### src/rtl/gpio_cmd_pkg.sv
// Shared definitions for the GPIO command controller: command codes, command-word
// field positions, FSM state encoding and the memory-read wait length.
package gpio_cmd_pkg;

    localparam int CMD_MSB = 31;
    localparam int CMD_LSB = 24;
    localparam int ENB_BIT = 23;
    localparam int ARG_MSB = 22;
    localparam int ARG_LSB = 0;
    localparam int CMD_W   = CMD_MSB - CMD_LSB + 1;
    localparam int ARG_W   = ARG_MSB - ARG_LSB + 1;

    localparam logic [CMD_W-1:0] CMD_RESET    = 8'd0;
    localparam logic [CMD_W-1:0] CMD_ENB_TX   = 8'd1;
    localparam logic [CMD_W-1:0] CMD_ENB_RX   = 8'd2;
    localparam logic [CMD_W-1:0] CMD_PHASE    = 8'd3;
    localparam logic [CMD_W-1:0] CMD_RUN_MEM  = 8'd4;
    localparam logic [CMD_W-1:0] CMD_READ_MEM = 8'd5;
    localparam logic [CMD_W-1:0] CMD_ADDR_MEM = 8'd6;
    localparam logic [CMD_W-1:0] CMD_BER_S_I  = 8'd7;
    localparam logic [CMD_W-1:0] CMD_BER_S_Q  = 8'd8;
    localparam logic [CMD_W-1:0] CMD_BER_E_I  = 8'd9;
    localparam logic [CMD_W-1:0] CMD_BER_E_Q  = 8'd10;
    localparam logic [CMD_W-1:0] CMD_BER_H    = 8'd11;
    localparam logic [CMD_W-1:0] CMD_MEM_FULL = 8'd12;

    // Clocks spent waiting for the log memory read data after the address is set.
    localparam int MEM_WAIT_CYC = 2;

    typedef enum logic [2:0] {
        ST_IDLE,
        ST_EXEC,
        ST_MEM_WAIT,
        ST_RST_HOLD,
        ST_WAIT_REL
    } state_e;

endpackage

### src/rtl/gpio_cmd_gpo_sync.sv
// Parameterized-width two-flop synchronizer for the processor command word.
module gpo_sync #(
    parameter int WIDTH = 32
) (
    input  logic             clk,
    input  logic             rst_n,
    input  logic [WIDTH-1:0] d_i,
    output logic [WIDTH-1:0] q_o
);

    logic [WIDTH-1:0] meta_q;
    logic [WIDTH-1:0] sync_q;

    always_ff @(posedge clk or negedge rst_n) begin
        if (!rst_n) begin
            meta_q <= '0;
            sync_q <= '0;
        end else begin
            meta_q <= d_i;
            sync_q <= meta_q;
        end
    end

    assign q_o = sync_q;

endmodule

### src/rtl/gpio_cmd_ctrl.sv
// Processor GPIO command decoder: edge-triggered command FSM driving control outputs and read-back.
// Optional macro GPIO_CMD_BER_SNAPSHOT_EN: command 7 freezes all four BER counters for coherent reads.
module gpio_cmd_ctrl
    import gpio_cmd_pkg::*;
#(
    parameter int BRAM_ADDR_WIDTH = 15,
    parameter int BRAM_DATA_WIDTH = 16,
    parameter int NB_BER          = 64,
    parameter int RST_PULSE_CYC   = 16
) (
    input  logic                       clk,
    input  logic                       i_resetn,
    input  logic [31:0]                i_gpo,
    output logic [31:0]                o_gpi,
    output logic                       o_rst,
    output logic                       o_enb_tx,
    output logic                       o_enb_rx,
    output logic [1:0]                 o_phase_sel,
    output logic                       o_run_log,
    output logic                       o_read_log,
    output logic [BRAM_ADDR_WIDTH-1:0] o_addr_log,
    input  logic [BRAM_DATA_WIDTH-1:0] i_log_data,
    input  logic                       i_mem_full,
    input  logic [NB_BER-1:0]          i_ber_samp_i,
    input  logic [NB_BER-1:0]          i_ber_samp_q,
    input  logic [NB_BER-1:0]          i_ber_err_i,
    input  logic [NB_BER-1:0]          i_ber_err_q
);

    localparam int                CNT_W    = $clog2(RST_PULSE_CYC + MEM_WAIT_CYC);
    localparam logic [CNT_W-1:0]  RST_LAST = CNT_W'(RST_PULSE_CYC - 1);
    localparam logic [CNT_W-1:0]  MEM_LAST = CNT_W'(MEM_WAIT_CYC - 1);

    logic [31:0]      gpoSync;
    logic [CMD_W-1:0] cmdCode;
    logic [ARG_W-1:0] argField;
    logic             enbSync;
    logic             cmdEdge;
    logic             unusedArgBits;

    gpo_sync #(.WIDTH(32)) uGpoSync (
        .clk   (clk),
        .rst_n (i_resetn),
        .d_i   (i_gpo),
        .q_o   (gpoSync)
    );

    assign cmdCode       = gpoSync[CMD_MSB:CMD_LSB];
    assign enbSync       = gpoSync[ENB_BIT];
    assign argField      = gpoSync[ARG_MSB:ARG_LSB];
    assign unusedArgBits = ^argField;

    state_e                     state_q, state_d;
    logic [CNT_W-1:0]           cnt_q, cnt_d;
    logic [1:0]                 settle_q, settle_d;
    logic                       armed_q, armed_d;
    logic                       enbPrev_q, enbPrev_d;
    logic [31:0]                gpi_q, gpi_d;
    logic [31:0]                shadow_q, shadow_d;
    logic                       rst_q, rst_d;
    logic                       enbTx_q, enbTx_d;
    logic                       enbRx_q, enbRx_d;
    logic [1:0]                 phaseSel_q, phaseSel_d;
    logic                       runLog_q, runLog_d;
    logic                       readLog_q, readLog_d;
    logic [BRAM_ADDR_WIDTH-1:0] addrLog_q, addrLog_d;
    logic [NB_BER-1:0]          berSel;

`ifdef GPIO_CMD_BER_SNAPSHOT_EN
    logic [NB_BER-1:0] snapSI_q, snapSI_d;
    logic [NB_BER-1:0] snapSQ_q, snapSQ_d;
    logic [NB_BER-1:0] snapEI_q, snapEI_d;
    logic [NB_BER-1:0] snapEQ_q, snapEQ_d;
`endif

    // The synchronizer output is only trusted once both stages hold post-reset samples;
    // a level already high at that point must be seen low before any rise counts.
    assign cmdEdge = armed_q & enbSync & ~enbPrev_q;

    always_comb begin
`ifdef GPIO_CMD_BER_SNAPSHOT_EN
        case (cmdCode)
            CMD_BER_S_Q: berSel = snapSQ_q;
            CMD_BER_E_I: berSel = snapEI_q;
            CMD_BER_E_Q: berSel = snapEQ_q;
            default:     berSel = i_ber_samp_i;
        endcase
`else
        case (cmdCode)
            CMD_BER_S_Q: berSel = i_ber_samp_q;
            CMD_BER_E_I: berSel = i_ber_err_i;
            CMD_BER_E_Q: berSel = i_ber_err_q;
            default:     berSel = i_ber_samp_i;
        endcase
`endif
    end

    always_comb begin
        state_d    = state_q;
        cnt_d      = cnt_q;
        settle_d   = {settle_q[0], 1'b1};
        armed_d    = armed_q | (settle_q[1] & ~enbSync);
        enbPrev_d  = enbSync;
        gpi_d      = gpi_q;
        shadow_d   = shadow_q;
        rst_d      = rst_q;
        enbTx_d    = enbTx_q;
        enbRx_d    = enbRx_q;
        phaseSel_d = phaseSel_q;
        runLog_d   = 1'b0;
        readLog_d  = readLog_q;
        addrLog_d  = addrLog_q;
`ifdef GPIO_CMD_BER_SNAPSHOT_EN
        snapSI_d   = snapSI_q;
        snapSQ_d   = snapSQ_q;
        snapEI_d   = snapEI_q;
        snapEQ_d   = snapEQ_q;
`endif

        case (state_q)
            ST_IDLE: begin
                if (cmdEdge) begin
                    state_d = ST_EXEC;
                end
            end

            ST_EXEC: begin
                state_d = ST_WAIT_REL;
                cnt_d   = '0;
                case (cmdCode)
                    CMD_RESET: begin
                        rst_d      = 1'b1;
                        enbTx_d    = 1'b0;
                        enbRx_d    = 1'b0;
                        phaseSel_d = 2'b00;
                        readLog_d  = 1'b0;
                        state_d    = ST_RST_HOLD;
                    end
                    CMD_ENB_TX:   enbTx_d    = argField[0];
                    CMD_ENB_RX:   enbRx_d    = argField[0];
                    CMD_PHASE:    phaseSel_d = argField[1:0];
                    CMD_RUN_MEM:  runLog_d   = 1'b1;
                    CMD_READ_MEM: readLog_d  = argField[0];
                    CMD_ADDR_MEM: begin
                        addrLog_d = argField[BRAM_ADDR_WIDTH-1:0];
                        state_d   = ST_MEM_WAIT;
                    end
                    CMD_BER_S_I, CMD_BER_S_Q, CMD_BER_E_I, CMD_BER_E_Q: begin
                        gpi_d    = 32'(berSel);
                        shadow_d = 32'(berSel >> 32);
`ifdef GPIO_CMD_BER_SNAPSHOT_EN
                        if (cmdCode == CMD_BER_S_I) begin
                            snapSI_d = i_ber_samp_i;
                            snapSQ_d = i_ber_samp_q;
                            snapEI_d = i_ber_err_i;
                            snapEQ_d = i_ber_err_q;
                        end
`endif
                    end
                    CMD_BER_H:    gpi_d = shadow_q;
                    CMD_MEM_FULL: gpi_d = {31'b0, i_mem_full};
                    default: ;
                endcase
            end

            ST_MEM_WAIT: begin
                if (cnt_q == MEM_LAST) begin
                    gpi_d   = 32'(i_log_data);
                    state_d = ST_WAIT_REL;
                end else begin
                    cnt_d = cnt_q + 1'b1;
                end
            end

            ST_RST_HOLD: begin
                if (cnt_q == RST_LAST) begin
                    rst_d   = 1'b0;
                    state_d = ST_WAIT_REL;
                end else begin
                    cnt_d = cnt_q + 1'b1;
                end
            end

            ST_WAIT_REL: begin
                if (!enbSync) begin
                    state_d = ST_IDLE;
                end
            end

            default: state_d = ST_IDLE;
        endcase
    end

    always_ff @(posedge clk or negedge i_resetn) begin
        if (!i_resetn) begin
            state_q    <= ST_IDLE;
            cnt_q      <= '0;
            settle_q   <= '0;
            armed_q    <= 1'b0;
            enbPrev_q  <= 1'b0;
            gpi_q      <= '0;
            shadow_q   <= '0;
            rst_q      <= 1'b0;
            enbTx_q    <= 1'b0;
            enbRx_q    <= 1'b0;
            phaseSel_q <= 2'b00;
            runLog_q   <= 1'b0;
            readLog_q  <= 1'b0;
            addrLog_q  <= '0;
`ifdef GPIO_CMD_BER_SNAPSHOT_EN
            snapSI_q   <= '0;
            snapSQ_q   <= '0;
            snapEI_q   <= '0;
            snapEQ_q   <= '0;
`endif
        end else begin
            state_q    <= state_d;
            cnt_q      <= cnt_d;
            settle_q   <= settle_d;
            armed_q    <= armed_d;
            enbPrev_q  <= enbPrev_d;
            gpi_q      <= gpi_d;
            shadow_q   <= shadow_d;
            rst_q      <= rst_d;
            enbTx_q    <= enbTx_d;
            enbRx_q    <= enbRx_d;
            phaseSel_q <= phaseSel_d;
            runLog_q   <= runLog_d;
            readLog_q  <= readLog_d;
            addrLog_q  <= addrLog_d;
`ifdef GPIO_CMD_BER_SNAPSHOT_EN
            snapSI_q   <= snapSI_d;
            snapSQ_q   <= snapSQ_d;
            snapEI_q   <= snapEI_d;
            snapEQ_q   <= snapEQ_d;
`endif
        end
    end

    assign o_gpi       = gpi_q;
    assign o_rst       = rst_q;
    assign o_enb_tx    = enbTx_q;
    assign o_enb_rx    = enbRx_q;
    assign o_phase_sel = phaseSel_q;
    assign o_run_log   = runLog_q;
    assign o_read_log  = readLog_q;
    assign o_addr_log  = addrLog_q;

endmodule

### config.mk
export PLATFORM = sky130hd
export DESIGN_NAME = gpio_cmd_ctrl
export DESIGN_NICKNAME = d
export VERILOG_FILES = /design/src/rtl/gpio_cmd_pkg.sv /design/src/rtl/gpio_cmd_gpo_sync.sv /design/src/rtl/gpio_cmd_ctrl.sv
export SDC_FILE = /design/constraint.sdc
export NUM_CORES = 1
export LEC_CHECK = 0
export BUFFER_PORTS_ARGS = -buffer_cell sky130_fd_sc_hd__buf_2
export CORE_AREA = 2 2 142 144
export DETAILED_ROUTE_END_ITERATION = 7
export DIE_AREA = 0 0 144 146
export HOLD_SLACK_MARGIN = 0.1
export PLACE_DENSITY_LB_ADDON = 0.15
export SYNTH_ARGS = -nofsm -noshare
export SYNTH_HDL_FRONTEND = slang
export SYNTH_HIERARCHICAL = 1
export SYNTH_SLANG_ARGS = --single-unit
### constraint.sdc
create_clock -name clk -period 2.5 [get_ports clk]
set_clock_uncertainty 0.2 [all_clocks]
set_input_delay 0.25 -clock clk [delete_from_list [all_inputs] [get_ports clk]]
set_output_delay 0.25 -clock clk [all_outputs]
set_load 0.1 [all_outputs]
Yosys cells after proc, flatten, opt, wreduce, memory -nomap -nowiden
Index checks and enable logic that the tools add are counted.
W data, S select, Z words.
- bits in registers: 162
- latch bits: 0
- RAM bits: 0
- bits in read-only memories: 0
- input bits: 307
- word-level logic and storage cells: 91
- memories: 0
- $add $sub $neg: 1
- $mul: 0
- div/mod/pow operators: 0
- order comparisons: 0
- equal/unequal tests: 26
- shift operators: 0
- mux-type cells: 22
- bitwise operators: 6
- reductions and logical operators: 20
- operators by type and width (kind ; number):
    $pmux W64 S3 ; 1
    $pmux W32 S3 ; 1
    $pmux W32 S2 ; 1
    $eq A8 B4 Y1 const B ; 5
    $eq A8 B3 Y1 const B ; 4
    $mux W32 ; 1
    $eq A8 B2 Y1 const B ; 2
    $pmux W3 S5 ; 1
    $pmux W5 S3 ; 1
    $mux W3 ; 4
    $ne A2 B2 Y1 const B ; 6
    $reduce_and A2 Y1 ; 6
    $reduce_bool A2 Y1 ; 6
    $mux W5 ; 2
    $reduce_and A3 Y1 ; 3
    $eq A8 B1 Y1 const B ; 1
    $logic_not A8 Y1 ; 1
    $pmux W1 S2 ; 4
    $eq A3 B2 Y1 const B ; 2
    $pmux W3 S2 ; 1
    $add A5 B1 Y5 const B ; 1
    $eq A5 B1 Y1 const B ; 1
    $eq A5 B4 Y1 const B ; 1
    $mux W1 ; 4
    12 further kinds ; 15

Logic depth before layout (Yosys ltp)
- depth after elaboration: 4
- gate-level depth with buffers: 9

By module
Netlist, hierarchy kept.
- by module, submodules not included (module ; times used ; cells an instance ; area an instance (µm²)):
    gpio_cmd_ctrl ; 1 ; 754 ; 6602.6
    gpo_sync ; 1 ; 64 ; 1601.5

Least setup slack after synthesis
Ideal clock, no wire load.
- path type: register -> register
- start point: register cnt_q[1]
- end point: register gpi_q[0] (netlist: o_gpi[0])
- arrival time: 1.995 ns
- slack: 0.182 ns
- stages on the path, launching flop included: 8
- buffers on the path: 0
- period minus slack after synthesis: 2.318 ns
- cell sequence: dfrtp_1 -> inv_1 -> ha_1 -> or4b_4 -> or3_4 -> o21a_2 -> or4_1 -> o221a_2
- cells in the longest elaborated chain, start to end: 3
- ends and longest elaborated chain (element ; RTL line ; RTL):
    start: declaration ; gpio_cmd_ctrl.sv:54 ; logic [CNT_W-1:0] cnt_q, cnt_d;
    start signal: assignment ; gpio_cmd_ctrl.sv:218 ; cnt_q <= cnt_d;
    $eq A5 B1 Y1 ; gpio_cmd_ctrl.sv:167 ; if (cnt_q == MEM_LAST) begin
    $ne A2 B2 Y1 (no line) ; - ;
    $reduce_and A3 Y1 (no line) ; - ;
    end signal: assignment ; gpio_cmd_ctrl.sv:222 ; gpi_q <= gpi_d;
    end: declaration ; gpio_cmd_ctrl.sv:58 ; logic [31:0] gpi_q, gpi_d;
No other way between the ends.
A chain may end at the register's enable or synchronous reset.

Final worst setup path
- start point: register uGpoSync.sync_q[29] (netlist: uGpoSync/q_o[29])
- end point: register gpi_q[28] (netlist: o_gpi[28])
- cells in the longest elaborated chain, start to end: 4
- ends and longest elaborated chain (element ; RTL line ; RTL):
    start: declaration ; gpio_cmd_gpo_sync.sv:12 ; logic [WIDTH-1:0] sync_q;
    start signal: assignment ; gpio_cmd_gpo_sync.sv:20 ; sync_q <= meta_q;
    $eq A8 B4 Y1 / $eq A8 B3 Y1 (equally long branches) ; gpio_cmd_ctrl.sv:89, gpio_cmd_ctrl.sv:130 ;
    $pmux W64 S3 / $reduce_or A4 Y1 (equally long branches) ; gpio_cmd_ctrl.sv:89, gpio_cmd_ctrl.sv:130 ;
    $pmux W32 S3 / $ne A4 B1 Y1 (equally long branches) ; - ;
    $pmux W32 S2 / $reduce_and A3 Y1 (equally long branches) ; - ;
Parallel ways exist; a longest one is shown, timed or not.

==> metrics.md <==
| Metric | Value |
|---|---|
| Worst Hold Slack | 0.103 ns |
| Min cycle time layout | 2.45 ns |
| Cell-internal power | 5.51 mW |
| Grt ovf | 0 |
| Netlist Area Pre-Place | 7800 sq um |
| PnR Total Power | 9.33 mW |
| Gr usage total | 26.0% |
| Final ANT Viol Nets | 0 |
| Comb pwr share | 37.0% |
| Clk slew on worst S/H paths | 0.06 ns |
| Final setup margin | 0.0532 ns |
| Data arrival, critical path | 2.55 ns |
| H-tree depth | 4 |
| Core Area | 19300 sq um |
| First-pass GRT wire length | 42600 um |
| Worst slack, placed | -0.118 ns |
| Die X | 144 um |
| DRT Wirelength | 28000 um |
| CP Launch Type | flip-flop |
| CTS tree | done |
| Clock share of power | 29.1% |
| # DRC | 0 |
| WL/cell | 18.2 um |
| Worst vdd ir | 0.516 mV |
| Placed inst area | 10100 sq um |
| Pin count of the biggest net entering global routing | 84 |
| Crit-path max FO | 35 |
| Nets | 1572 |
| Total CTS buffers | 17 |
| Most common cell after layout, fill and taps aside | buf_2 |
| IO Port Bufs | 352 |
| Cell area after layout | 12000 sq um |
| Fin crit share | 97.9% |
| Die H | 146 um |
| Max-slew headroom | 57.9% |
| Net Sw Frac | 41.0% |
| CP Data Required Time | 2.60 ns |
| Reg power frac | 33.9% |
| Maxcap violations | 0 |
| Mapped Avg Cell Area | 9.73 sq um |
| Synth warnings | 6 |
| Clk Latency, worst-skew pair | 0.42 ns |
| CP Capture Type | flip-flop |
| Final setup TNS | 0 ns |
| Placed Cells | 1393 |
| Detailed Route Iter0 Violations | 475 |
| Root Driver | clkbuf_16 |
| FMAX | 409 MHz |
| Clk sinks | 146 |
| Hold Fails Final Rpt | 0 |
| Cell Count, Final, Fillers Out | 1541 |
| Vias in the first global route | 8099 |
| 1st-pass router iterations | 5 |
| Final-report max-slew violation count | 0 |
| Total number of vias | 8260 |
| Leak | 5.59 nW |
| Number of I/O pins | 361 |
| Layout area overhead | 54.1% |
| Mapped Cells | 802 |
| Commonest cells after routing, fill and taps aside | buf_2 (351), dfrtp_1 (144), dlygate4sd3_1 (112) |
| Final Setup Violations | 0 |
| Clock Path Buffers | 2 |
| Post-Syn Nets | 1112 |
| Pwr/cell area | 776 nW/um^2 |
| Worst slew pin tran | 0.616 ns |
| Psw | 3.82 mW |
| Gpl congestion | 0.870 |
| Die ar. | 21000 sq um |
| Routed vias/inst | 5.36 |
| Worst Hold Class | in2reg |
| Worst setup path class | reg2reg |
| DP Wirelength | 19100 um |
| Initial Util | 40.4% |
| Initial antenna violation count | 1 |
| FP Rows | 51 |
| Status | completed |
| RSZ-0062 raised after global routing | yes |
| Layout cells sized above 1 | 37.8% |
| Fin util | 62.2% |
==> state kept, by name (all words and copies together), names as in the netlist <==
register,flops
enbPrev_q,1
o_rst,1
uGpoSync/meta_q,24
state_q,3
armed_q,1
settle_q,2
o_phase_sel,2
cnt_q,5
uGpoSync/q_o,24
o_addr_log,15
o_gpi,32
shadow_q,32
o_read_log,1
o_enb_tx,1
o_enb_rx,1
o_run_log,1
==> path summary, 6_finish.rpt <==
kind / startpoint / to / slack (ns) / depth (start not counted)
worst max-delay path: uGpoSync/q_o[29]$_DFF_PN0_ / o_gpi[28]$_DFFE_PN0P_ / 0.05 / 7
worst min-delay path: i_ber_samp_i[13] / o_gpi[13]$_DFFE_PN0P_ / 0.10 / 3
worst max register to register: uGpoSync/q_o[29]$_DFF_PN0_ / o_gpi[28]$_DFFE_PN0P_ / 0.05 / 7
worst min register to register: uGpoSync/meta_q[24]$_DFF_PN0_ / uGpoSync/q_o[24]$_DFF_PN0_ / 0.15 / 0
max in group asynchronous: i_resetn / settle_q[0]$_DFF_PN0_ / 1.31 / 3
min in group asynchronous: i_resetn / uGpoSync/meta_q[14]$_DFF_PN0_ / 0.13 / 2
==> power by group through the flow <==
stage	clock [mW]	sequential, mW	combinational [mW]
6_report	2.72	3.16	3.45
4_1_cts	2.76	3.15	3.42
2_1_floorplan	0	4.75	0.798
3_3_place_gp	0	3.18	3.24
5_1_grt	2.86	3.21	3.65
3_5_place_dp	0	3.19	3.27
==> final cells by class <==
cell class                 instances  area [sq um]
antenna                            1          2.50
multi-input combinational        568          3850
timing repair buffer             519          3510
fill                            1622          7310
sequential                       146          3660
clock buffer                      19           453
tap                              265           332
inverter                          10          37.5
clock inverter                    13           183
==> timing repair <==
item	4_1_cts	5_1_grt
setup endpoints to repair	7	35
buffers inserted	0	1
endpoints found under the hold margin	218	0
resized for setup	9	21
gates cloned	0	2
hold buffers	112	0
==> critical path: stages (launching register included) <==
cell       delay [ns]
dfrtp_1          0.40
nor4_4           0.36
nand3_2          0.13
buf_12           0.19
a2111oi_1        0.49
a2111oi_2        0.11
buf_4            0.16
a221o_1          0.25
==> layer usage <==
| layer | track usage (%) | wire [um] | vias up |
|---|---|---|---|
| li1 | - | - | 3922 |
| met1 | 36.1 | 12400 | 3948 |
| met2 | 40.5 | 13000 | 335 |
| met3 | 4.71 | 1760 | 55 |
| met4 | 9.75 | 737 | 0 |
| met5 | 0 | 0 | - |
No activity file was read; power rests on OpenSTA's default activity.
